### config.mk
export PLATFORM = sky130hd
export DESIGN_NAME = gcd_controller
export DESIGN_NICKNAME = d
export VERILOG_FILES = /design/src/rtl/gcd_pkg.sv /design/src/rtl/gcd_controller_iter_counter.sv /design/src/rtl/gcd_controller.sv
export SDC_FILE = /design/constraint.sdc
export NUM_CORES = 1
export LEC_CHECK = 0
export ABC_AREA = 1
export CAP_MARGIN = 0
export CORE_MARGIN = 2
export CORE_UTILIZATION = 40
export CTS_BUF_LIST = sky130_fd_sc_hd__clkbuf_4 sky130_fd_sc_hd__clkbuf_8
export DETAILED_ROUTE_END_ITERATION = 7
export PLACE_DENSITY_LB_ADDON = 0.05
export SKIP_LAST_GASP = 1
export SLEW_MARGIN = 30
export SYNTH_ARGS = -nofsm -noshare
export SYNTH_HDL_FRONTEND = slang
export SYNTH_HIERARCHICAL = 1
export SYNTH_SLANG_ARGS = --single-unit
### constraint.sdc
create_clock -name clk -period 1.29 [get_ports clk]
set_input_delay 0.3225 -clock clk [delete_from_list [all_inputs] [get_ports clk]]
set_output_delay 0.3225 -clock clk [all_outputs]
set_load 0.02 [all_outputs]
### src/rtl/gcd_pkg.sv
// Shared definitions for the subtractive GCD controller and its counter.
package gcd_pkg;

  localparam int DATA_W = 8;

  typedef enum logic [2:0] {
    IDLE   = 3'd0,
    LOAD_A = 3'd1,
    LOAD_B = 3'd2,
    CMP    = 3'd3,
    SUB    = 3'd4,
    WB     = 3'd5,
    FIN    = 3'd6
  } state_t;

endpackage

### src/rtl/gcd_controller_iter_counter.sv
// Iteration counter: clear, saturating increment and terminal-count compare.
module iter_counter
  import gcd_pkg::*;
#(
  parameter int ITER_W   = 8,
  parameter int MAX_ITER = 255
) (
  input  logic              clk,
  input  logic              rst,
  input  logic              clr,
  input  logic              inc,
  output logic [ITER_W-1:0] cnt,
  output logic              at_max
);

  localparam logic [ITER_W-1:0] SAT_VAL = '1;
  localparam logic [ITER_W-1:0] MAX_VAL = ITER_W'(MAX_ITER);

  logic [ITER_W-1:0] cnt_reg;

  always_ff @(posedge clk) begin
    if (rst || clr) begin
      cnt_reg <= '0;
    end else if (inc && (cnt_reg != SAT_VAL)) begin
      cnt_reg <= cnt_reg + ITER_W'(1);
    end
  end

  assign cnt    = cnt_reg;
  assign at_max = (cnt_reg == MAX_VAL);

endmodule

### src/rtl/gcd_controller.sv
// Sequencer for the subtractive GCD datapath: operand load handshake,
// compare/subtract/write-back iterations, done or timeout reporting.
module gcd_controller
  import gcd_pkg::*;
#(
  parameter int ITER_W   = 8,
  parameter int MAX_ITER = 255
) (
  input  logic              clk,
  input  logic              rst,
  input  logic              start,
  input  logic              in_valid,
  output logic              in_ready,
  input  logic              eqz,
  output logic              enA,
  output logic              enB,
  output logic              enA_c,
  output logic              enB_c,
  output logic              com_en,
  output logic              busy,
  output logic              done,
  output logic              err,
  output logic [ITER_W-1:0] iter_cnt
);

  state_t state_reg, state_next;
  logic   done_reg, done_next;
  logic   err_reg, err_next;
  logic   cnt_clr, cnt_inc, cnt_at_max;

  iter_counter #(
    .ITER_W  (ITER_W),
    .MAX_ITER(MAX_ITER)
  ) u_iter_counter (
    .clk   (clk),
    .rst   (rst),
    .clr   (cnt_clr),
    .inc   (cnt_inc),
    .cnt   (iter_cnt),
    .at_max(cnt_at_max)
  );

  always_ff @(posedge clk) begin
    if (rst) begin
      state_reg <= IDLE;
      done_reg  <= 1'b0;
      err_reg   <= 1'b0;
    end else begin
      state_reg <= state_next;
      done_reg  <= done_next;
      err_reg   <= err_next;
    end
  end

  always_comb begin
    state_next = state_reg;
    done_next  = done_reg;
    err_next   = err_reg;
    in_ready   = 1'b0;
    enA        = 1'b0;
    enB        = 1'b0;
    enA_c      = 1'b0;
    enB_c      = 1'b0;
    com_en     = 1'b0;
    busy       = 1'b0;
    cnt_clr    = 1'b0;
    cnt_inc    = 1'b0;
    case (state_reg)
      IDLE: begin
        if (start) begin
          done_next  = 1'b0;
          err_next   = 1'b0;
          cnt_clr    = 1'b1;
          state_next = LOAD_A;
        end
      end
      LOAD_A: begin
        busy     = 1'b1;
        in_ready = 1'b1;
        enA      = in_valid;
        if (in_valid) state_next = LOAD_B;
      end
      LOAD_B: begin
        busy     = 1'b1;
        in_ready = 1'b1;
        enB      = in_valid;
        if (in_valid) state_next = CMP;
      end
      CMP: begin
        busy   = 1'b1;
        com_en = 1'b1;
        // Equality wins over timeout when both hold on the same compare.
        if (eqz) begin
          done_next  = 1'b1;
          state_next = FIN;
        end else if (cnt_at_max) begin
          err_next   = 1'b1;
          state_next = FIN;
        end else begin
          state_next = SUB;
        end
      end
      SUB: begin
        busy       = 1'b1;
        com_en     = 1'b1;
        state_next = WB;
      end
      WB: begin
        busy       = 1'b1;
        com_en     = 1'b1;
        enA_c      = 1'b1;
        enB_c      = 1'b1;
        cnt_inc    = 1'b1;
        state_next = CMP;
      end
      FIN: begin
        state_next = IDLE;
      end
      default: begin
        state_next = IDLE;
      end
    endcase
  end

  assign done = done_reg;
  assign err  = err_reg;

endmodule

[After elaboration in Yosys (flattened, before gate mapping)]
Index checks and enable logic that the tools add are counted.
Operators by class
  $add $sub $neg: 1
  equal/unequal tests: 13
  multiplexer cells: 20
  reduce and logical (&&, ||, !) cells: 10
Operator list (number)
  $pmux W3 S6: 1
  $mux W1: 12
  $ne A2 B2 Y1 const B: 6
  $mux W3: 3
  $add A8 B1 Y8 const B: 1
  $eq A8 B8 Y1 const B: 1
  $ne A8 B8 Y1 const B: 1
  $eq A3 B2 Y1 const B: 2
  $eq A3 B3 Y1 const B: 2
  $reduce_and A3 Y1: 2
  $reduce_or A5 Y1: 1
  $mux W2: 2
  $pmux W1 S2: 2
  $reduce_and A4 Y1: 1
  $eq A3 B1 Y1 const B: 1
  $logic_not A3 Y1: 1
  $reduce_or A3 Y1: 1
  $reduce_bool A2 Y1: 1
  $reduce_or A2 Y1: 1
  $logic_and A1 B1 Y1: 1
  $logic_or A1 B1 Y1: 1
Word-level totals
  register bits: 13
  input bits: 5
  output and inout bits: 17
  word-level logic and storage cells: 48

[Longest topological paths before layout]
Gate-level depths: netlist of the first run.
  word-level depth: 4
  gate-level depth with buffers: 12
  depth with buffers taken out: 11

[By module]
Netlist of the first run, hierarchy kept.
Modules (own cells, without submodules)
  iter_counter: times used 1, cells each 72, area each 456.7 µm², sequential area each 160.2 µm²
  gcd_controller: times used 1, cells each 55, area each 347.8 µm², sequential area each 100.1 µm²

[Least setup slack after synthesis of the first run]
Ideal clock, no wire load.
  path kind: reg2reg
  start: register state_reg[1]
  end: register u_iter_counter.cnt_reg[5], in the netlist u_iter_counter/cnt[5]
  setup time: 0.115 ns
  arrival time: 1.587 ns
  data required time: 1.175 ns
  setup slack: -0.412 ns
  stages on the path, launching flop included: 13
  path buffers: 2
  period minus slack after synthesis: 1.702 ns
  path through: dfxtp_1 -> buf_6 -> inv_2 -> nand2_1 -> nor2_1 -> buf_4 -> nand2_1 -> inv_1 -> nand2_1 -> nor2_1 -> nand3_1 -> nand2_1 -> nor2_1
Between the ends
  word-level cells in the longest chain between the ends: 3
  elaborated cells between the ends (all ways): 6
  those cells by class: eq/ne (1); mux (2); reduce/logical (3)
Ends and longest elaborated chain
  start, declared: line gcd_controller.sv:26  | state_t state_reg, state_next;
  start signal, assigned: line gcd_controller.sv:49  | state_reg <= state_next;
  $eq A3 B3 Y1
  $mux W1
  named net enA_c: line gcd_controller.sv:17  | output logic enA_c,
  $logic_and A1 B1 Y1: line gcd_controller_iter_counter.sv:24  | end else if (inc && (cnt_reg != SAT_VAL)) begin
  end signal, assigned: line gcd_controller_iter_counter.sv:25  | cnt_reg <= cnt_reg + ITER_W'(1);
  end, declared: line gcd_controller_iter_counter.sv:19  | logic [ITER_W-1:0] cnt_reg;
The timed path passes the listed nets, and every way through them passes these cells.
A chain may end at the register's enable or synchronous reset.

[Worst setup path in the final report of the first run]
  start: register state_reg[2]
  end: output port com_en
Between the ends
  word-level cells in the longest chain between the ends: 3
  elaborated cells between the ends (all ways): 5
  those cells by class: eq/ne (3); mux (1); reduce/logical (1)
Ends and longest elaborated chain
  $eq A3 B2 Y1 / $eq A3 B3 Y1 (equally long branches): line gcd_controller.sv:68  | case (state_reg)
  $reduce_or A3 Y1 (no line) *
  $mux W1 *: line gcd_controller.sv:68
  end, declared: line gcd_controller.sv:19  | output logic com_en,
Every way passes the cells marked *; elsewhere a longest branch is shown, timed or not.

==> results of run 1 <==
## how the worst max path moves through the flow
stage	startpoint	end	slack, ns
finish	state_reg[2]	com_en	-0.18
global route	state_reg[2]	com_en	-0.26
CTS	state_reg[0]	enA	-0.18
detailed placement	in_valid	enA	-0.59
global placement	in_valid	enB	-0.55
floorplan	state_reg[1]	u_iter_counter/cnt[5]	-0.14
## stage by stage
step	instances	hold slack [ns]	power (mW)
final	209	0.509	2.20
after global placement	196	0.469	1.55
after global routing	209	0.528	2.35
after detailed placement	196	0.481	1.57
after CTS	207	0.490	2.12
after floorplan	127	0.392	1.12
## logic make-up (layout without fill, tap and decap cells)
logic type | count (synthesis) | count (layout) | share of synthesized area, %
and+or+nand+nor | 76 | 76 | 42.9
buffers and inverters | 23 | 78 | 14.5
AOI/OAI and AO/OA | 14 | 14 | 8.71
DFF | 13 | 13 | 32.3
adders and majority gates | 1 | 1 | 1.55
## power by group through the flow
stage	Combinational [mW]	Clock [mW]	Sequential, mW
floorplan	0.645	0	0.480
global placement	1.04	0	0.517
detailed placement	1.05	0	0.514
CTS	1.29	0.286	0.546
global route	1.49	0.311	0.555
finish	1.38	0.277	0.547
## cells in the final DEF (no fill, tap or decap), types with 6 or more instances in the layout
cell type,instances
nor2_1,16
dfxtp_1,7
nand2_1,21
inv_1,9
nor2_2,6
a21oi_1,9
buf_6,13
inv_2,6
clkdlybuf4s15_1,7
buf_4,29
nand2_2,6
nand3_1,7
## layout make-up
cell class / count / share of cell area (%)
well taps: 27 / 2.29
inverters: 18 / 5.44
clock buffers: 4 / 2.04
repair buffers: 56 / 33.5
flip-flops and latches: 13 / 19.0
multi-input cells: 91 / 37.7
## layer usage
layer  track usage, %  vias to the layer above  part of all wire, %
met5                0                        -                    0
met4             7.14                        0                  3.3
met3             5.83                       10                  3.1
met2             37.0                       22                   53
met1             21.4                      467                   41
li1                 -                      511                    -
## worst max-delay path, cell delays in order, from the launching register on
cell and delay (ns):
dfxtp_4 0.38, inv_6 0.09, nand3_2 0.08, nand2_2 0.08, inv_2 0.04, o21ai_1 0.06, buf_4 0.15
## repair_timing
action | in CTS | in global routing
pin swaps | 17 | 12
setup endpoints to repair | 27 | 29
gates resized for setup | 83 | 29
hold endpoints to repair | 0 | 0
hold buffers | 0 | 0
setup buffers | 8 | 3
==> out/metrics.yaml, run 1 <==
synth_commonest_cells: "nand2_1, nor2_1, inv_1"
violations: "setup timing"
slew_headroom_pct: 81.8
netSwitchingFraction_pct: 40.3
fin_area_um2: 1470
place_area_um2: 1230
synth_cell_types: 20
grt_antenna_before_repair: 0
r2r-start: "state_reg[0]"
vdd_drop_max_mv: 0.916
ys_seq_area_share_pct: 32.3
drtIter0Drc: 20
hold_depth: 2
yosysWarnings: 6
tns_ns: -1.53
fin_crit_ns: 1.47
drtAntennaViolNets: 0
ys_ff_latch: 13
cts_max_level: 1
drive_gt1_share_pct: 51.1
pwr_density_cell_nw_per_um2: 1500
utilization_pct: 76.6
cp_max_fo: 6
cts_tree: "yes"
placementRows: 16
pwr-share-clk_pct: 12.6
comb_power_share_pct: 62.6
vias_per_cell: 4.83
dpl.hpwl_um: 1550
clk_pin_slew_ns: 0.08
postSynthAreaPerCell_um2: 6.33
ys_top_cells_by_area: "dfxtp_1, nand2_1, nor2_1"
drt-total-wl_um: 2290
num_vias: 1010
grt_pass1_vias: 960
maxSlewViolCount: 0
clock_sinks: 13
numCtsBuffers: 3
worst_pin_slew_ns: 0.270
synth_nets: 133
largest_reg_flops: 8
timing.rr.end: "u_iter_counter/cnt[5]"
die_height_um: 48.8
internal_power_mw: 1.31
drv_cap: 0
synthArstFlopShare_pct: 0
fp.dieW_um: 48.8
multi_input_area_um2: 556
core_area_um2: 1920
clock_skew_ns: 0.00516
crit_type: "flop to output pin"
syn_to_final_growth_pct: 83.0
holdPathEnd: "done"
reg2regPathDepth: 11
r2r_slack_ns: -0.11
port_buffers: 21
synth_edf_count: 0
p_switching_mw: 0.888
fp.dieArea_um2: 2390
status: "finished, violations left"
pre_cts_slack_ns: -0.590
overflow: 0
synth_top_cell_by_area: "dfxtp_1"
arrival_ns: 1.15
seqPwrFrac_pct: 24.8
grt_max_degree: 11
rsz0062_at_grt: "true"
worstHoldStart: "done"
drc_errors: 0
start_util_pct: 41.9
p_leak_nw: 0.690
groute.usage.overall_pct: 20.0
synth_most_common_cell: "nand2_1"
syn_inst: 127
firstDrtPassIters: 5
grt_pass1_wl_um: 3750
worstSetupEndpointType: "output pin"
worstHoldPathType: "flop to flop"
synth_ff_type: "dfxtp_1"
register_area_um2: 280
synth_top_area_share_pct: 32.3
wl_per_cell_um: 11.0
required_ns: 0.97
io_pins: 22
max_freq_ghz: 0.679
setup_slack_ns: -0.184
cp-start-kind: "flop"
root_buffer: "clkbuf_4"
fin_nets: 189
syn_area_um2: 805
setup_violations: 14
clk_path_buf_depth: 2
n_antenna_cell: 0
place_congestion: 0.832
hold_viol_final: 0
fin_crit_sh_pct: 114
clock_latency_ns: 0.28
fillers: 154
Note: power is estimated with default switching activity, not from simulation.
==> run 2: changes to the inputs <==
SYNTH_HIERARCHICAL = not set   (was 1)
clock period = 1.23 ns   (was 1.29 ns; I/O delays follow)
==> out/metrics.yaml, run 2 <==
core_area_um2: 1780  # -7.2%
syn_inst: 121  # -4.7%
numPlacedInstances: 196  # unchanged
pwr_density_cell_nw_per_um2: 1580  # +5.9%
setup_violations: 13  # -1
fp.dieW_um: 48.2  # -1.3%
fin_crit_sh_pct: 120
vdd_drop_max_mv: 1.07  # +16%
hold_depth: 1  # -1
drive_gt1_share_pct: 57.5  # +6.4 points
clock_sinks: 13  # unchanged
placementRows: 15  # -1
cp_max_fo: 6  # unchanged
p_total_mw: 2.42  # +10%
hold_viol_final: 0  # unchanged
synth_ff_type: "dfxtp_1"
r2r_slack_ns: -0.08  # +0.03 ns
grt_antenna_before_repair: 0  # unchanged
layout.cells.most_common: "buf_4"
worstHoldPathType: "flop to flop"
utilization_pct: 85.8  # +9.2 points
drt-total-wl_um: 2800  # +22%
dpl.hpwl_um: 1590  # +2.9%
synth_commonest_cells: "nand2_1, nor2_1, dfxtp_1"
violations: "setup timing"
cp-start-kind: "flop"
worstHoldStart: "done"
worstSetupEndpointType: "output pin"
clk_pin_slew_ns: 0.08  # about the same
fin_cells: 204  # -2.4%
reg2regPathDepth: 8  # -3
overflow: 0  # unchanged
register_area_um2: 284  # +1.3%
root_buffer: "clkbuf_4"
setup_slack_ns: -0.246  # -0.0625 ns
numCtsBuffers: 3  # unchanged
p_leak_nw: 0.758  # +9.9%
status: "finished, violations left"
synth_top_cell_by_area: "dfxtp_1"
postSynthAreaPerCell_um2: 6.46  # +2.0%
clk_path_buf_depth: 2  # unchanged
ys_ff_latch: 13  # unchanged
syn_to_final_growth_pct: 95.7
required_ns: 0.92  # -0.05 ns
cts_tree: "yes"
die_height_um: 48.2  # -1.3%
clock_latency_ns: 0.28  # about the same
synthArstFlopShare_pct: 0  # unchanged
cts_max_level: 1  # unchanged
drv_cap: 0  # unchanged
groute.usage.overall_pct: 20.4  # +0.37 points
rsz0062_at_grt: "true"
worst_pin_slew_ns: 0.240  # -0.0298 ns
grt_pass1_wl_um: 3270  # -13%
maxSlewViolCount: 0  # unchanged
fin_crit_ns: 1.48
crit_type: "flop to output pin"
n_antenna_cell: 0  # unchanged
fillers: 106  # -31%
ys_top_cells_by_area: "dfxtp_1, nand2_1, nor2_1"
largest_reg_flops: 8  # unchanged
synth_most_common_cell: "nand2_1"
final_cell_mix: "buf_4, nand2_1, nor2_1"
synth_nets: 127  # -4.5%
synth_top_area_share_pct: 33.3  # +0.93 points
num_vias: 1014  # +0.40%
yosysWarnings: 0  # -6
wl_per_cell_um: 13.7  # +25%
place_congestion: 0.764  # -8.2%
holdPathEnd: "done"
fp.dieArea_um2: 2320  # -2.6%
max_freq_ghz: 0.677
timing.rr.end: "u_iter_counter.cnt[4]"
synth_edf_count: 0  # unchanged
vias_per_cell: 4.97  # +2.9%
ys_seq_area_share_pct: 33.3  # +0.93 points
arrival_ns: 1.17  # +0.02 ns
firstDrtPassIters: 4  # -1
drc_errors: 0  # unchanged
port_buffers: 21  # unchanged
synth_cell_types: 19  # -5.0%
drtIter0Drc: 16  # -20%
multi_input_area_um2: 638  # +15%
grt_max_degree: 8  # -3
syn_area_um2: 782  # -2.8%
drtAntennaViolNets: 0  # unchanged
r2r-start: "u_iter_counter.cnt[0]"
grt_pass1_vias: 856  # -11%
fin_nets: 186  # -1.6%
tns_ns: -1.69  # -0.165 ns
io_pins: 22  # unchanged
start_util_pct: 43.9  # +2.0 points
clock_skew_ns: 0.00314  # -0.00202 ns
slew_headroom_pct: 84.0  # +2.1 points
==> run 2: cell count changes in the layout (fill, tap and decap cells not counted), moves of 4 or more <==
cell,delta
buf_6,-4
inv_2,-4
nor2_2,-4
a21oi_2,+4
a21oi_1,-8
clkdlybuf4s15_1,-7
nand2_1,+4
==> run 2: where the power goes <==
part / leakage (nW) / switching, mW / internal [mW]
clock network: 0.0184 / 0.147 / 0.148
registers: 0.111 / 0.121 / 0.490
logic: 0.629 / 0.830 / 0.688
==> run 2: timing repair <==
action | in CTS | in global routing
endpoints found under the setup margin | 23 | 24
gates resized for setup | 78 | 58
hold buffers | 0 | 0
pin swaps | 3 | 20
setup buffers | 4 | 1
==> run 2: layout make-up <==
class / instances / area share, %
Multi-Input combinational cell: 90 / 41.7
Tap cell: 25 / 2.04
Clock buffer: 4 / 1.96
Sequential cell: 13 / 18.6
Timing Repair Buffer: 55 / 29.6
Inverter: 17 / 6.13
==> run 2: cells by family after synthesis <==
group / Yosys count / share of synthesized area, %
and+or+nand+nor: 75 / 44.8
buffers and inverters: 18 / 9.28
DFF: 13 / 33.3
AOI/OAI and AO/OA: 11 / 7.68
xor gates and xnor gates: 3 / 3.36
adders and majority gates: 1 / 1.60
==> run 2: per-layer routing <==
layer / vias up / GRT usage, % / part of all wire [%]
li1: 502 / - / -
met1: 474 / 21.6 / 38
met2: 30 / 38.7 / 56
met3: 8 / 4.44 / 3.7
met4: 0 / 7.57 / 2.5
met5: - / 0 / 0
==> run 2: how the worst max path moves through the flow <==
stage / startpoint / endpoint / slack [ns] / depth (start not counted)
after floorplan: state_reg[2] / com_en / -0.02 / 5
after global placement: in_valid / enB / -0.59 / 4
after detailed placement: in_valid / enB / -0.62 / 4
after CTS: state_reg[1] / com_en / -0.22 / 6
after global routing: state_reg[1] / com_en / -0.28 / 6
final: state_reg[1] / com_en / -0.25 / 6
==> run 2: worst max-delay path, cell delays in order, from the launching register on <==
cell and delay, ns:
dfxtp_4 0.43, inv_6 0.07, nand3_4 0.07, nand2_2 0.06
inv_2 0.08, o21ai_4 0.05, buf_6 0.12
==> run 2: per-stage QoR <==
| stage | cell area [µm²] | hold slack (ns) | worst slack, ns |
|---|---|---|---|
| 2_1_floorplan | 813 | 0.377 | -0.0155 |
| 3_3_place_gp | 1270 | 0.447 | -0.594 |
| 3_5_place_dp | 1270 | 0.452 | -0.616 |
| 4_1_cts | 1380 | 0.472 | -0.222 |
| 5_1_grt | 1530 | 0.493 | -0.285 |
| 6_report | 1530 | 0.466 | -0.246 |
==> run 3: changes to the inputs <==
SKIP_CTS_REPAIR_TIMING = 1   (was not set)
==> out/metrics.yaml, run 3 (same netlist as run 2, synthesis figures left out) <==
clock_skew_ns: 0.00405  # +0.000911 ns
hold_viol_final: 0  # unchanged
crit_type: "flop to output pin"
place_congestion: 0.764  # unchanged
pre_cts_slack_ns: -0.616  # unchanged
arrival_ns: 1.19  # +0.02 ns
final_cell_mix: "nand2_1, buf_4, nor2_1"
clock_latency_ns: 0.28  # about the same
drtIter0Drc: 21  # +5
port_buffers: 21  # unchanged
worstSetupEndpointType: "output pin"
setup_slack_ns: -0.267  # -0.0210 ns
drtAntennaViolNets: 0  # unchanged
wl_per_cell_um: 11.4  # -16%
placementRows: 15  # unchanged
setup_violations: 11  # -2
start_util_pct: 43.9  # unchanged
slowest_delay_ns: 0.37  # -0.06 ns
dpl.hpwl_um: 1590  # unchanged
worst_pin_slew_ns: 0.228  # -0.0117 ns
grt_pass1_vias: 843  # -1.5%
rsz0062_at_grt: "true"
cts_max_level: 1  # unchanged
p_total_mw: 2.12  # -13%
clock_sinks: 13  # unchanged
vdd_drop_max_mv: 0.891  # -16%
clk_path_buf_depth: 2  # unchanged
layout.cells.most_common: "nand2_1"
seqPwrFrac_pct: 27.2  # +2.0 points
cp-start-kind: "flop"
n_antenna_cell: 0  # unchanged
drt-total-wl_um: 2300  # -18%
drive_gt1_share_pct: 44.3  # -13 points
maxSlewViolCount: 0  # unchanged
firstDrtPassIters: 4  # unchanged
fp.dieArea_um2: 2320  # unchanged
root_buffer: "clkbuf_4"
grt_antenna_before_repair: 0  # unchanged
clk_pin_slew_ns: 0.09  # about the same
max_freq_ghz: 0.668  # -1.4%
io_pins: 22  # unchanged
cp_max_fo: 6  # unchanged
cp_cell_sequence: "inv_4 -> buf_4 -> nand2_1 -> nor2_2 -> clkbuf_2"
netSwitchingFraction_pct: 43.7  # -1.6 points
violations: "setup timing"
fin_crit_sh_pct: 122  # +1.7 points
p_leak_nw: 0.836  # +10%
p_switching_mw: 0.924  # -16%
syn_to_final_growth_pct: 81.8
groute.usage.overall_pct: 19.8  # -0.53 points
vias_per_cell: 4.77  # -4.1%
required_ns: 0.92  # about the same
cts_tree: "yes"
drc_errors: 0  # unchanged
grt_pass1_wl_um: 3190  # -2.5%
overflow: 0  # unchanged
drv_cap: 0  # unchanged
largest_reg_flops: 8  # unchanged
slew_headroom_pct: 84.8  # +0.81 points
fin_crit_ns: 1.50  # +0.0210 ns
worstHoldPathType: "flop to flop"
pwr_density_cell_nw_per_um2: 1490  # -6.0%
num_vias: 958  # -5.5%
numCtsBuffers: 3  # unchanged
fin_nets: 183  # -1.6%
die_height_um: 48.2  # unchanged
status: "finished, violations left"
core_area_um2: 1780  # unchanged
internal_power_mw: 1.19  # -10%
worst_path_max_delay_cell: "dfxtp_4"
grt_max_degree: 9  # +1
pwr-share-clk_pct: 14.2  # +2.0 points
fp.dieW_um: 48.2  # unchanged
comb_power_share_pct: 58.6  # -4.0 points
-- run 3: routing by layer --
layer | up-vias | wire length, µm | global-route usage [%]
met3 | 4 | 85 | 4.44
met5 | - | 0 | 0
met2 | 19 | 1220 | 37.4
met4 | 0 | 27 | 7.57
li1 | 499 | - | -
met1 | 436 | 970 | 21.1
-- run 3: final cells by class --
class | count | area, µm²
inverter | 17 | 81.3
timing repair buffer | 52 | 468
fill | 139 | 362
tap | 25 | 31.3
sequential | 13 | 284
multi-input combinational | 90 | 527
clock buffer | 4 | 30.0
-- run 3: per-stage QoR --
stage / util [%] / hold slack (ns) / TNS (ns) / cell area (µm²) / instances
6_report: 79.7 / 0.463 / -1.58 / 1420 / 201
5_1_grt: 79.7 / 0.495 / -2.31 / 1420 / 201
4_1_cts: 73.1 / 0.471 / -8.28 / 1300 / 200
3_5_place_dp: 71.4 / 0.452 / -5.00 / 1270 / 196
3_3_place_gp: 71.4 / 0.447 / -4.75 / 1270 / 196
2_1_floorplan: - / 0.377 / -0.0155 / 813 / 121
-- run 3: final timing paths --
kind	to	cells past startpoint	slack [ns]	start
max	enA	5	-0.27	state_reg[2]
max reg2reg	u_iter_counter.cnt[4]	8	-0.03	state_reg[2]
min reg2reg	done	1	0.46	done
min	done	1	0.46	done
-- run 3: worst max-delay path: cells and delay by family (launching register included) --
kind	cells	cell delay, ns
flip-flops	1	0.37
AND/OR/NAND/NOR	2	0.16
buffers and inverters	3	0.37
-- run 3: power by group through the flow --
stage	Combinational [mW]	Sequential, mW	Clock [mW]
5_1_grt	1.34	0.585	0.312
2_1_floorplan	0.599	0.536	0
6_report	1.24	0.575	0.301
3_5_place_dp	1.15	0.529	0
4_1_cts	1.15	0.519	0.296
3_3_place_gp	1.12	0.525	0
